--- src/rtl/seg_scan_ctrl.sv ---
// Multiplexed seven-segment scan controller with frame-synchronous double-buffered load.
// Latency: an_n/seg_out are registered one cycle behind idx; a load shows from the frame after the next boundary.
// Backpressure: load_ready drops while a value is pending and rises the cycle after the frame boundary takes it.
// Optional macro SEG_LEADING_ZERO_BLANK_EN blanks leading-zero digits above digit 0.
module seg_scan_ctrl #(
    parameter int NUM_DIGITS = 4,
    parameter int TICK_DIV   = 50000
) (
    input  logic                    clk,
    input  logic                    rst_n,
    input  logic [4*NUM_DIGITS-1:0] load_data,
    input  logic                    load_valid,
    output logic                    load_ready,
    output logic [3:0]              dec_num,
    input  logic [6:0]              dec_seg,
    output logic [6:0]              seg_out,
    output logic [NUM_DIGITS-1:0]   an_n,
    output logic                    frame_done
);

    localparam int CW = $clog2(TICK_DIV);
    localparam int IW = $clog2(NUM_DIGITS);

    logic [CW-1:0]           cnt;
    logic [IW-1:0]           idx;
    logic [4*NUM_DIGITS-1:0] active;
    logic [4*NUM_DIGITS-1:0] pending;
    logic                    pending_full;
    logic                    tick;
    logic                    boundary;
    logic                    accept;
    logic [NUM_DIGITS-1:0]   an_onehot_n;

    assign tick        = (cnt == CW'(TICK_DIV - 1));
    assign boundary    = tick && (idx == IW'(NUM_DIGITS - 1));
    assign load_ready  = !pending_full;
    assign accept      = load_valid && load_ready;
    assign dec_num     = active[{idx, 2'b00} +: 4];
    assign an_onehot_n = ~(NUM_DIGITS'(1) << idx);

    always_ff @(posedge clk or negedge rst_n) begin
        if (!rst_n) begin
            cnt <= '0;
            idx <= '0;
        end else if (tick) begin
            cnt <= '0;
            idx <= (idx == IW'(NUM_DIGITS - 1)) ? '0 : idx + 1'b1;
        end else begin
            cnt <= cnt + 1'b1;
        end
    end

    // Active only swaps at a frame boundary so a frame never mixes two values.
    always_ff @(posedge clk or negedge rst_n) begin
        if (!rst_n) begin
            active       <= '0;
            pending      <= '0;
            pending_full <= 1'b0;
        end else begin
            if (boundary && pending_full) begin
                active       <= pending;
                pending_full <= 1'b0;
            end
            if (accept) begin
                pending      <= load_data;
                pending_full <= 1'b1;
            end
        end
    end

`ifdef SEG_LEADING_ZERO_BLANK_EN
    logic [NUM_DIGITS-1:0] blank;
    logic                  zero_run;

    // Walk down from the top digit; a digit is blank while everything above and including it is zero.
    always_comb begin
        blank    = '0;
        zero_run = 1'b1;
        for (int i = NUM_DIGITS - 1; i > 0; i--) begin
            zero_run = zero_run && (active[4*i +: 4] == 4'h0);
            blank[i] = zero_run;
        end
    end

    always_ff @(posedge clk or negedge rst_n) begin
        if (!rst_n) begin
            an_n       <= '1;
            seg_out    <= 7'b0000000;
            frame_done <= 1'b0;
        end else begin
            an_n       <= blank[idx] ? '1 : an_onehot_n;
            seg_out    <= blank[idx] ? 7'b0000000 : dec_seg;
            frame_done <= boundary;
        end
    end
`else
    always_ff @(posedge clk or negedge rst_n) begin
        if (!rst_n) begin
            an_n       <= '1;
            seg_out    <= 7'b0000000;
            frame_done <= 1'b0;
        end else begin
            an_n       <= an_onehot_n;
            seg_out    <= dec_seg;
            frame_done <= boundary;
        end
    end
`endif

endmodule

--- config.mk ---
export PLATFORM = sky130hd
export DESIGN_NAME = seg_scan_ctrl
export DESIGN_NICKNAME = d
export VERILOG_FILES = /design/src/rtl/seg_scan_ctrl.sv
export SDC_FILE = /design/constraint.sdc
export NUM_CORES = 1
export LEC_CHECK = 0
export ABC_AREA = 1
export BUFFER_PORTS_ARGS = -buffer_cell sky130_fd_sc_hd__buf_2
export CAP_MARGIN = 20
export CORE_ASPECT_RATIO = 1.1
export CORE_MARGIN = 3
export CORE_UTILIZATION = 60
export CTS_CLUSTER_SIZE = 24
export DETAILED_ROUTE_END_ITERATION = 8
export PLACE_DENSITY = 0.87
export SYNTH_ARGS = -nofsm -noshare
export SYNTH_HDL_FRONTEND = slang
export SYNTH_SLANG_ARGS = --single-unit
export TNS_END_PERCENT = 5
--- constraint.sdc ---
create_clock -name clk -period 3.05 [get_ports clk]
set_clock_uncertainty 0.2 [all_clocks]
set_input_delay 0.305 -clock clk [delete_from_list [all_inputs] [get_ports clk]]
set_output_delay 0.305 -clock clk [all_outputs]
set_load 0.03 [all_outputs]
==> reports/metrics.cfg, run 1 <==
[outcome]
status = finished, final reports clean

[timing]
fmax_ghz = 0.426
relSlewSlack = 0.471
drv_slew = 0
whs_ps = 20.2
hold_viol = 0
tightest_slew_ps = 794
min_period_over_period = 0.770
setup_viol = 0
min_period_ps = 2350
layout_setup_ws_ps = 701
rsz0062_at_grt = no
fin_setup_tns_ps = 0

[power]
pwr_density_cell_mw_per_mm2 = 480
pwr-share-clk = 0.412
seq_power_share = 0.533
switching_share = 0.231
p_switching_mw = 0.378
p_leak_nw = 1.79
vdd_ir_drop_max_mv = 0.419
p_comb_frac = 0.055
p_int_mw = 1.26

[die]
die_x_um = 71.4
core_mm2 = 0.00441
die_h_um = 78.0
row_count = 25
initial_core_util = 0.640
ioPinCount = 43
dieArea_mm2 = 0.00557

[global_routing]
grt_pass1_wl_um = 11800
grt_pass1_vias = 2443
grt_remaining_overflow = 0
track_usage = 0.283
grt_antenna_before_repair = 0
grt_max_degree = 64

[logic_synthesis]
synth_area_leaders = dfrtp_1 52%, nand2_1 8.4%, mux2_2 6.4%
synth_cell_type_count = 26
synth_top_cell_area_share = 0.523
synth_ff_type = dfrtp_1
async_flop_share = 1.00
synth_edf_count = 0
synth_seq_cells = 63
synth_warnings = 0
syn-cell-area_mm2 = 0.00282
synth_cells = 285
synth_seq_area_share = 0.560
synth_fp_nets = 316
avgSynthCellArea_um2 = 9.91
synth_top_cell_by_area = dfrtp_1

[route]
drc_errors = 0
drt_wl_total_um = 6980
via_per_inst = 5.70
first_pass_iters = 4
wl_per_cell_um = 17.0
drt_first_iter_violations = 149
ant_nets = 0
dr_total_vias = 2335

[clocking]
clk_latency_ps = 340
numClockSinks = 63
root_buffer = clkbuf_8
cts_tree = done
cts.path.max_buffers = 2
clk_pin_slew_worst_paths_ps = 70
h-tree-depth = 3
cts_buffers = 9

[place]
hpwl_um = 3890
placed_cell_area_mm2 = 0.00301
place.port_buffers = 42
place.gp.congestion = 0.891
dp_slack_ps = 931

[worst_setup_path]
critPathMaxStageDelay_ps = 560
path_buf_inv = 2
crit_family = flip-flops
crit_required_ps = 2540
arrival_ps = 1840
path_cells = clkinv_1, o21ai_0, o22ai_1, buf_2
cp_slowest_cell = dfrtp_1
critPathLaunchType = register
endpoint_kind = primary output
worstSetupPathType = register to primary output
path_max_fanout = 12

[layout]
postLayoutCoreUtil = 0.772
fillers = 268
area_growth_pct = 20.6
final_area_mm2 = 0.00341
final_layout_size_suffix_gt1_frac = 0.250
finalNetCount = 383
num_antenna_cells = 0

[min_path]
hold_path.class = input pin to register

[job]
drv_cap = 0

==> area by class of cell <==
type                       count  area, um2  share of cell area
multi-input combinational    183       1030               0.302
timing repair buffer          65        435               0.128
clock buffer                  12        165              0.0485
sequential                    63       1580               0.464
clock inverter                 3       17.5             0.00514
inverter                      30        113              0.0331
tap                           54       67.6              0.0198
==> cell usage in the layout (no fill, tap or decap), drive strengths merged <==
cell	count
nand2	65
dfrtp	59
buf	44
nor2	38
inv	29
dlygate4sd3	21
nand4	19
mux2	16
clkbuf	12
o21ai	11
nand3	10
xor2	5
ha	5
nor3	5
o22ai	4
dfstp	4
a21oi	3
clkinv	3
nand3b	1
o21bai	1
clkinvlp	1
==> state kept, by name, indices dropped and copies added (netlist names) <==
name          cells
idx               2
active           16
pending_full      1
frame_done        1
an_n              4
pending          16
cnt              16
seg_out           7
==> power groups by stage <==
| stage | Combinational, mW | Sequential [mW] | Clock [mW] |
|---|---|---|---|
| floorplan | 0.0157 | 0.892 | 0 |
| global placement | 0.0624 | 0.884 | 0 |
| detailed placement | 0.0655 | 0.885 | 0 |
| CTS | 0.0857 | 0.870 | 0.675 |
| global route | 0.0981 | 0.873 | 0.724 |
| finish | 0.0899 | 0.873 | 0.674 |
==> metrics by stage <==
| step | total power [mW] | instances |
|---|---|---|
| after floorplan | 0.907 | 285 |
| after global placement | 0.946 | 374 |
| after detailed placement | 0.951 | 374 |
| after CTS | 1.63 | 409 |
| after global routing | 1.70 | 410 |
| final | 1.64 | 410 |
==> logic make-up after synthesis <==
group | after synthesis | share of synthesized area
XOR/XNOR | 5 | 0.0155
AND/OR/NAND/NOR | 138 | 0.226
multiplexers | 16 | 0.0638
flip-flops | 63 | 0.560
AO/OA/AOI/OAI | 19 | 0.0363
adder cells (fa/ha/maj) | 5 | 0.0222
buffers and inverters | 39 | 0.0762
==> cell usage after synthesis, types with 2 or more instances <==
master and n:
a21oi_1 3, buf_6 5, clkbuf_8 3, dfrtp_1 59, dfstp_2 4, ha_1 5, inv_1 29, mux2_2 16
nand2_1 63, nand2_2 2, nand3_1 8, nand3_2 2, nand4_1 18, nor2_1 34, nor2_2 3, nor3_1 4
o21ai_0 11, o22ai_1 4, xor2_1 5
==> repair_timing <==
item / CTS / global route
hold buffers: 20 / 1
setup buffers: 0 / 0
setup endpoints to repair: 0 / 0
gates resized for setup: 0 / 0
endpoints found under the hold margin: 78 / 1
==> layer usage <==
metal  wire [um]  global-route usage  vias to the layer above
met4         329               0.165                        0
met1        2650               0.335                     1127
met3         401              0.0635                       31
met5           0                   0                        -
li1            -                   -                     1062
met2        3600               0.467                      115
==> worst paths after layout <==
| path | start | end | slack (ps) | depth (start not counted) |
|---|---|---|---|---|
| worst min register to register | active[12]$_DFFE_PN0P_ | active[12]$_DFFE_PN0P_ | 290 | 2 |
| min in group asynchronous | rst_n | cnt[13]$_DFF_PN0_ | 450 | 3 |
| worst max-delay path | idx[0]$_DFFE_PN0N_ | dec_num[0] | 700 | 4 |
| worst max register to register | idx[0]$_DFFE_PN0N_ | active[0]$_DFFE_PN0P_ | 760 | 4 |
| worst min-delay path | load_data[10] | pending[10]$_DFFE_PN0P_ | 20 | 2 |
| max in group asynchronous | rst_n | pending[0]$_DFFE_PN0P_ | 1700 | 3 |
(Power assumes the default switching activity.)
==> run 2: changes to the inputs <==
Settings changed: CORE_UTILIZATION 60 to 51, PLACE_DENSITY 0.87 to 0.79.
Clock period 3.05 ns to 1.9 ns, I/O delays scaled along.
==> run 2 against run 1 <==
Critical path type unchanged. Sequential share of layout area fell by 1.9 points. Final cell count increased by 6.3%. Global-route usage shrank 8.0 points.
==> reports/metrics.cfg, run 2 (synthesis results as in run 1) <==
[outcome]
status = finished, final reports clean

[power]
vdd_ir_drop_max_mv = 0.607
pwr_density_cell_mw_per_mm2 = 771
p_switching_mw = 0.607
p_leak_nw = 1.84
pwr-share-clk = 0.436
seq_power_share = 0.510
switching_share = 0.221
p_int_mw = 2.13
p_comb_frac = 0.054

[place]
place.gp.congestion = 0.897
hpwl_um = 3760
dp_slack_ps = 169
placed_cells = 395
place.port_buffers = 42

[layout]
final_cell_mix = 63 x nand2_1, 58 x dfrtp_1, 39 x buf_2
reg.largest.list = active x16, cnt x16, pending x16
num_antenna_cells = 0
postLayoutCoreUtil = 0.688
final_layout_size_suffix_gt1_frac = 0.266
fillers = 364
stdcell_count = 436
area_growth_pct = 25.9
mostFrequentLayoutCell = nand2_1
finalNetCount = 390

[route]
drt_wl_total_um = 5950
first_pass_iters = 4
top_layer_used = met4
drt-met1-wl_um = 2540
wl_met3_um = 388
drt_first_iter_violations = 168
via_per_inst = 5.11
drc_errors = 0
wl_per_cell_um = 13.7
dr_wl_met2_um = 2850
dr_total_vias = 2226
ant_nets = 0

[timing]
rsz0062_at_grt = yes
fmax_ghz = 0.538
relSlewSlack = 0.742
drv_slew = 0
whs_ps = 184
hold_viol = 0
layout_setup_ws_ps = 42.1
tightest_slew_ps = 386
setup_viol = 0
min_period_ps = 1860
min_period_over_period = 0.978

[global_routing]
grt_antenna_before_repair = 0
track_usage = 0.203
grt_remaining_overflow = 0
grt_pass1_wl_um = 10300
grt_max_degree = 64
grt_pass1_vias = 2252

[worst_setup_path]
path_buf_inv = 2
crit_family = flip-flops
path_cells = buf_4, o21ai_0, o22ai_1, buf_4
critPathLaunchType = register
endpoint_kind = primary output
crit_required_ps = 1510
arrival_ps = 1470
startpoint = idx[0]$_DFFE_PN0N_
crit_top_cell = buf_4
path_max_fanout = 9
cp_slowest_cell = dfrtp_2
rr_startpoint = cnt[0]$_DFF_PN0_
critPathMaxStageDelay_ps = 400
worstSetupPathType = register to primary output

[job]
drv_cap = 0

[clocking]
clk_pin_slew_worst_paths_ps = 70
post-cts-setup-buffers = 0
cts_buffers = 9
cts.path.max_buffers = 2
clk_latency_ps = 340
numClockSinks = 63
h-tree-depth = 3
cts_tree = done
root_buffer = clkbuf_8

[die]
core_mm2 = 0.00517
die_x_um = 77.0
dieArea_mm2 = 0.00647
row_count = 27
ioPinCount = 43
die_h_um = 84.0
initial_core_util = 0.546

[min_path]
hold_path.class = input pin to async pin

## run 2: changes by cell type in the layout (fill, tap and decap cells not counted), sizes merged
cell and change:
buf +3, clkinv +1, dlygate4sd3 +4, bufinv +1
clkbuf -1
## run 2: final cells by class
| class | count | area (um2) | area share |
|---|---|---|---|
| Sequential cell | 63 | 1580 | 0.445 |
| Multi-Input combinational cell | 183 | 1030 | 0.290 |
| Inverter | 30 | 114 | 0.0320 |
| Clock buffer | 11 | 151 | 0.0426 |
| Tap cell | 72 | 90.1 | 0.0253 |
| Timing Repair Buffer | 72 | 531 | 0.149 |
| Clock inverter | 5 | 56.3 | 0.0158 |
## run 2: per-layer routing
layer  GRT usage  up-vias
met5           0        -
met1       0.264     1045
li1            -     1075
met4      0.0988        0
met3      0.0508       18
met2       0.318       88
## run 2: timing repair
item | in CTS | in global routing
endpoints found under the hold margin | 87 | 0
pin swaps | 0 | 1
resized for setup | 3 | 7
hold buffers | 25 | 0
endpoints found under the setup margin | 4 | 5
## run 2: worst reg2reg max path: cells and delay by family, from the launching register on
family                   cells  cell delay (ps)
adder cells (fa/ha/maj)      1              230
flip-flops                   1              380
AND/OR/NAND/NOR              5              810
## run 2: power by group through the flow
stage | sequential, mW | combinational, mW | clock (mW)
global route | 1.40 | 0.163 | 1.28
floorplan | 1.43 | 0.0253 | 0
global placement | 1.42 | 0.104 | 0
finish | 1.40 | 0.148 | 1.20
detailed placement | 1.42 | 0.110 | 0
CTS | 1.40 | 0.149 | 1.21
## run 2: path summary, 6_finish.rpt
check                           cells after the start               endpoint  slack (ps)
worst max register to register                      6  active[7]$_DFFE_PN0P_         150
worst max-delay path                                4             dec_num[0]          40
worst min-delay path                                3      cnt[15]$_DFF_PN0_         180
worst min register to register                      1       cnt[0]$_DFF_PN0_         280
min in group clk                                    1       cnt[0]$_DFF_PN0_         280
max in group asynchronous                           3      an_n[2]$_DFF_PN1_        1020
## run 2: stage by stage
step           area, um2  power, mW  TNS, ps
2_1_floorplan       2820       1.46        0
3_3_place_gp        3080       1.52        0
3_5_place_dp        3080       1.53        0
4_1_cts             3550       2.76        0
5_1_grt             3550       2.84    -5.54
6_report            3550       2.74        0
==> run 3: changes to the inputs <==
Settings changed: CORE_ASPECT_RATIO 1.1 to 0.5.
==> run 3 against run 2 <==
Combinational power barely moved. Wire length fell by 2.3%. Worst setup slack better by 38 ps. First-iteration DRC count down 26%. Sequential share of layout area increased by 0.39 points. Core utilization shrank 0.21 points. Final area is 0.95% lower. Clock-buffer cell count stayed put. Critical path type unchanged. Largest power group unchanged.
==> reports/metrics.cfg, run 3 (synthesis results as in run 1) <==
[place]
place.gp.congestion = 0.849
place.port_buffers = 42
placed_cell_area_mm2 = 0.00308
hpwl_um = 3870

[layout]
area_growth_pct = 24.7
fillers = 370
reg.largest.list = active x16, cnt x16, pending x16
final_area_mm2 = 0.00352
finalNetCount = 392
mostFrequentLayoutCell = nand2_1
final_layout_size_suffix_gt1_frac = 0.263
num_antenna_cells = 0
final_cell_mix = 63 x nand2_1, 59 x dfrtp_1, 41 x buf_2

[timing]
setup_viol = 0
fmax_ghz = 0.550
fin_setup_tns_ps = 0
tightest_slew_ps = 408
drv_slew = 0
hold_viol = 0
rsz0062_at_grt = yes
min_period_ps = 1820
relSlewSlack = 0.727
min_period_over_period = 0.958
whs_ps = 155

[global_routing]
grt_antenna_before_repair = 0
grt_remaining_overflow = 0
grt_pass1_wl_um = 10300
grt_max_degree = 64
grt_pass1_vias = 2230
track_usage = 0.203

[route]
drc_errors = 0
ant_nets = 0
drt_first_iter_violations = 125
wl_per_cell_um = 13.4
dr_total_vias = 2205
drt_wl_total_um = 5820
first_pass_iters = 4
via_per_inst = 5.07

[worst_setup_path]
r2r_slack_ps = 110
critPathMaxStageDelay_ps = 370
path_buf_inv = 2
critPathLaunchType = register
path_max_fanout = 11
endpoint_kind = primary output
path_cells = buf_4, o21ai_0, o22ai_1, buf_2
r2r_cells = 8
rr_startpoint = cnt[0]$_DFF_PN0_
arrival_ps = 1430
r2r-end = active[6]$_DFFE_PN0P_
crit_required_ps = 1510
worstSetupPathType = register to primary output
cp_slowest_cell = dfrtp_1
crit_family = buffers and inverters

[die]
initial_core_util = 0.550
core_mm2 = 0.00513
dieArea_mm2 = 0.00652
row_count = 18
ioPinCount = 43
die_x_um = 111
die_h_um = 58.6

[clocking]
cts_tree = done
numClockSinks = 63
root_buffer = clkbuf_8
h-tree-depth = 3
clk_pin_slew_worst_paths_ps = 70
clk_latency_ps = 350
cts.path.max_buffers = 2
post-cts-setup-buffers = 0
cts_buffers = 9

[min_path]
hold_path.class = input pin to async pin

[job]
drv_cap = 0

[power]
power_mw = 2.59
switching_share = 0.230
vdd_ir_drop_max_mv = 0.494
p_switching_mw = 0.597
p_leak_nw = 1.83
pwr-share-clk = 0.406
seq_power_share = 0.538
p_int_mw = 2.00
pwr_density_cell_mw_per_mm2 = 737
p_comb_frac = 0.057

[outcome]
status = finished, final reports clean

## run 3: cell count changes in the layout (fill, tap and decap cells not counted), sizes merged
| cell | before | now |
|---|---|---|
| buf | 47 | 49 |
| clkinv | 4 | 2 |
| clkinvlp | 1 | 3 |
| bufinv | 1 | 0 |
## run 3: how the worst max path moves through the flow
stage                              from                      end  slack (ps)  depth (start not counted)
6_report             idx[0]$_DFFE_PN0N_               dec_num[2]          80                          4
5_1_grt              idx[0]$_DFFE_PN0N_               dec_num[2]          -5                          4
4_1_cts              idx[1]$_DFFE_PN0N_               dec_num[3]           4                          4
3_5_place_dp           cnt[0]$_DFF_PN0_   active[13]$_DFFE_PN0P_         200                          6
3_3_place_gp           cnt[0]$_DFF_PN0_    active[7]$_DFFE_PN0P_         250                          8
2_1_floorplan  pending_full$_DFFE_PN0P_  pending[10]$_DFFE_PN0P_         250                          5
## run 3: through the flow
stage | setup slack, ps | utilization | std cells
2_1_floorplan | 252 | - | 285
3_3_place_gp | 250 | 0.601 | 395
3_5_place_dp | 205 | 0.601 | 395
4_1_cts | 3.63 | 0.685 | 435
5_1_grt | -4.87 | 0.686 | 435
6_report | 80.2 | 0.686 | 435
## run 3: layout make-up
class | instances | area [um2] | area share
Clock inverter | 4 | 31.3 | 0.00888
Inverter | 30 | 114 | 0.0323
Sequential cell | 63 | 1580 | 0.449
Multi-Input combinational cell | 183 | 1030 | 0.292
Tap cell | 70 | 87.6 | 0.0249
Timing Repair Buffer | 74 | 528 | 0.150
Clock buffer | 11 | 151 | 0.0430
## run 3: what timing repair did
action,in CTS,in global routing
endpoints found under the setup margin,3,4
cloned,0,0
gates resized for setup,1,3
hold buffers,25,0
endpoints found under the hold margin,87,0
## run 3: metal layers
layer | part of all wire | vias up | global-route usage | routed length (um)
met5 | 0 | - | 0 | 0
met4 | 0.022 | 0 | 0.0693 | 130
met3 | 0.057 | 14 | 0.0770 | 330
met2 | 0.51 | 59 | 0.358 | 2980
met1 | 0.41 | 1059 | 0.234 | 2370
li1 | - | 1073 | - | -
## run 3: worst min-delay path, stage by stage
cell and delay (ps):
dlygate4sd3_1 520, buf_2 120, buf_12 270
## run 3: power by group through the flow
| stage | clock (mW) | combinational (mW) | sequential (mW) |
|---|---|---|---|
| 2_1_floorplan | 0 | 0.0253 | 1.43 |
| 3_3_place_gp | 0 | 0.104 | 1.42 |
| 3_5_place_dp | 0 | 0.110 | 1.42 |
| 4_1_cts | 1.08 | 0.149 | 1.40 |
| 5_1_grt | 1.15 | 0.163 | 1.40 |
| 6_report | 1.05 | 0.147 | 1.40 |
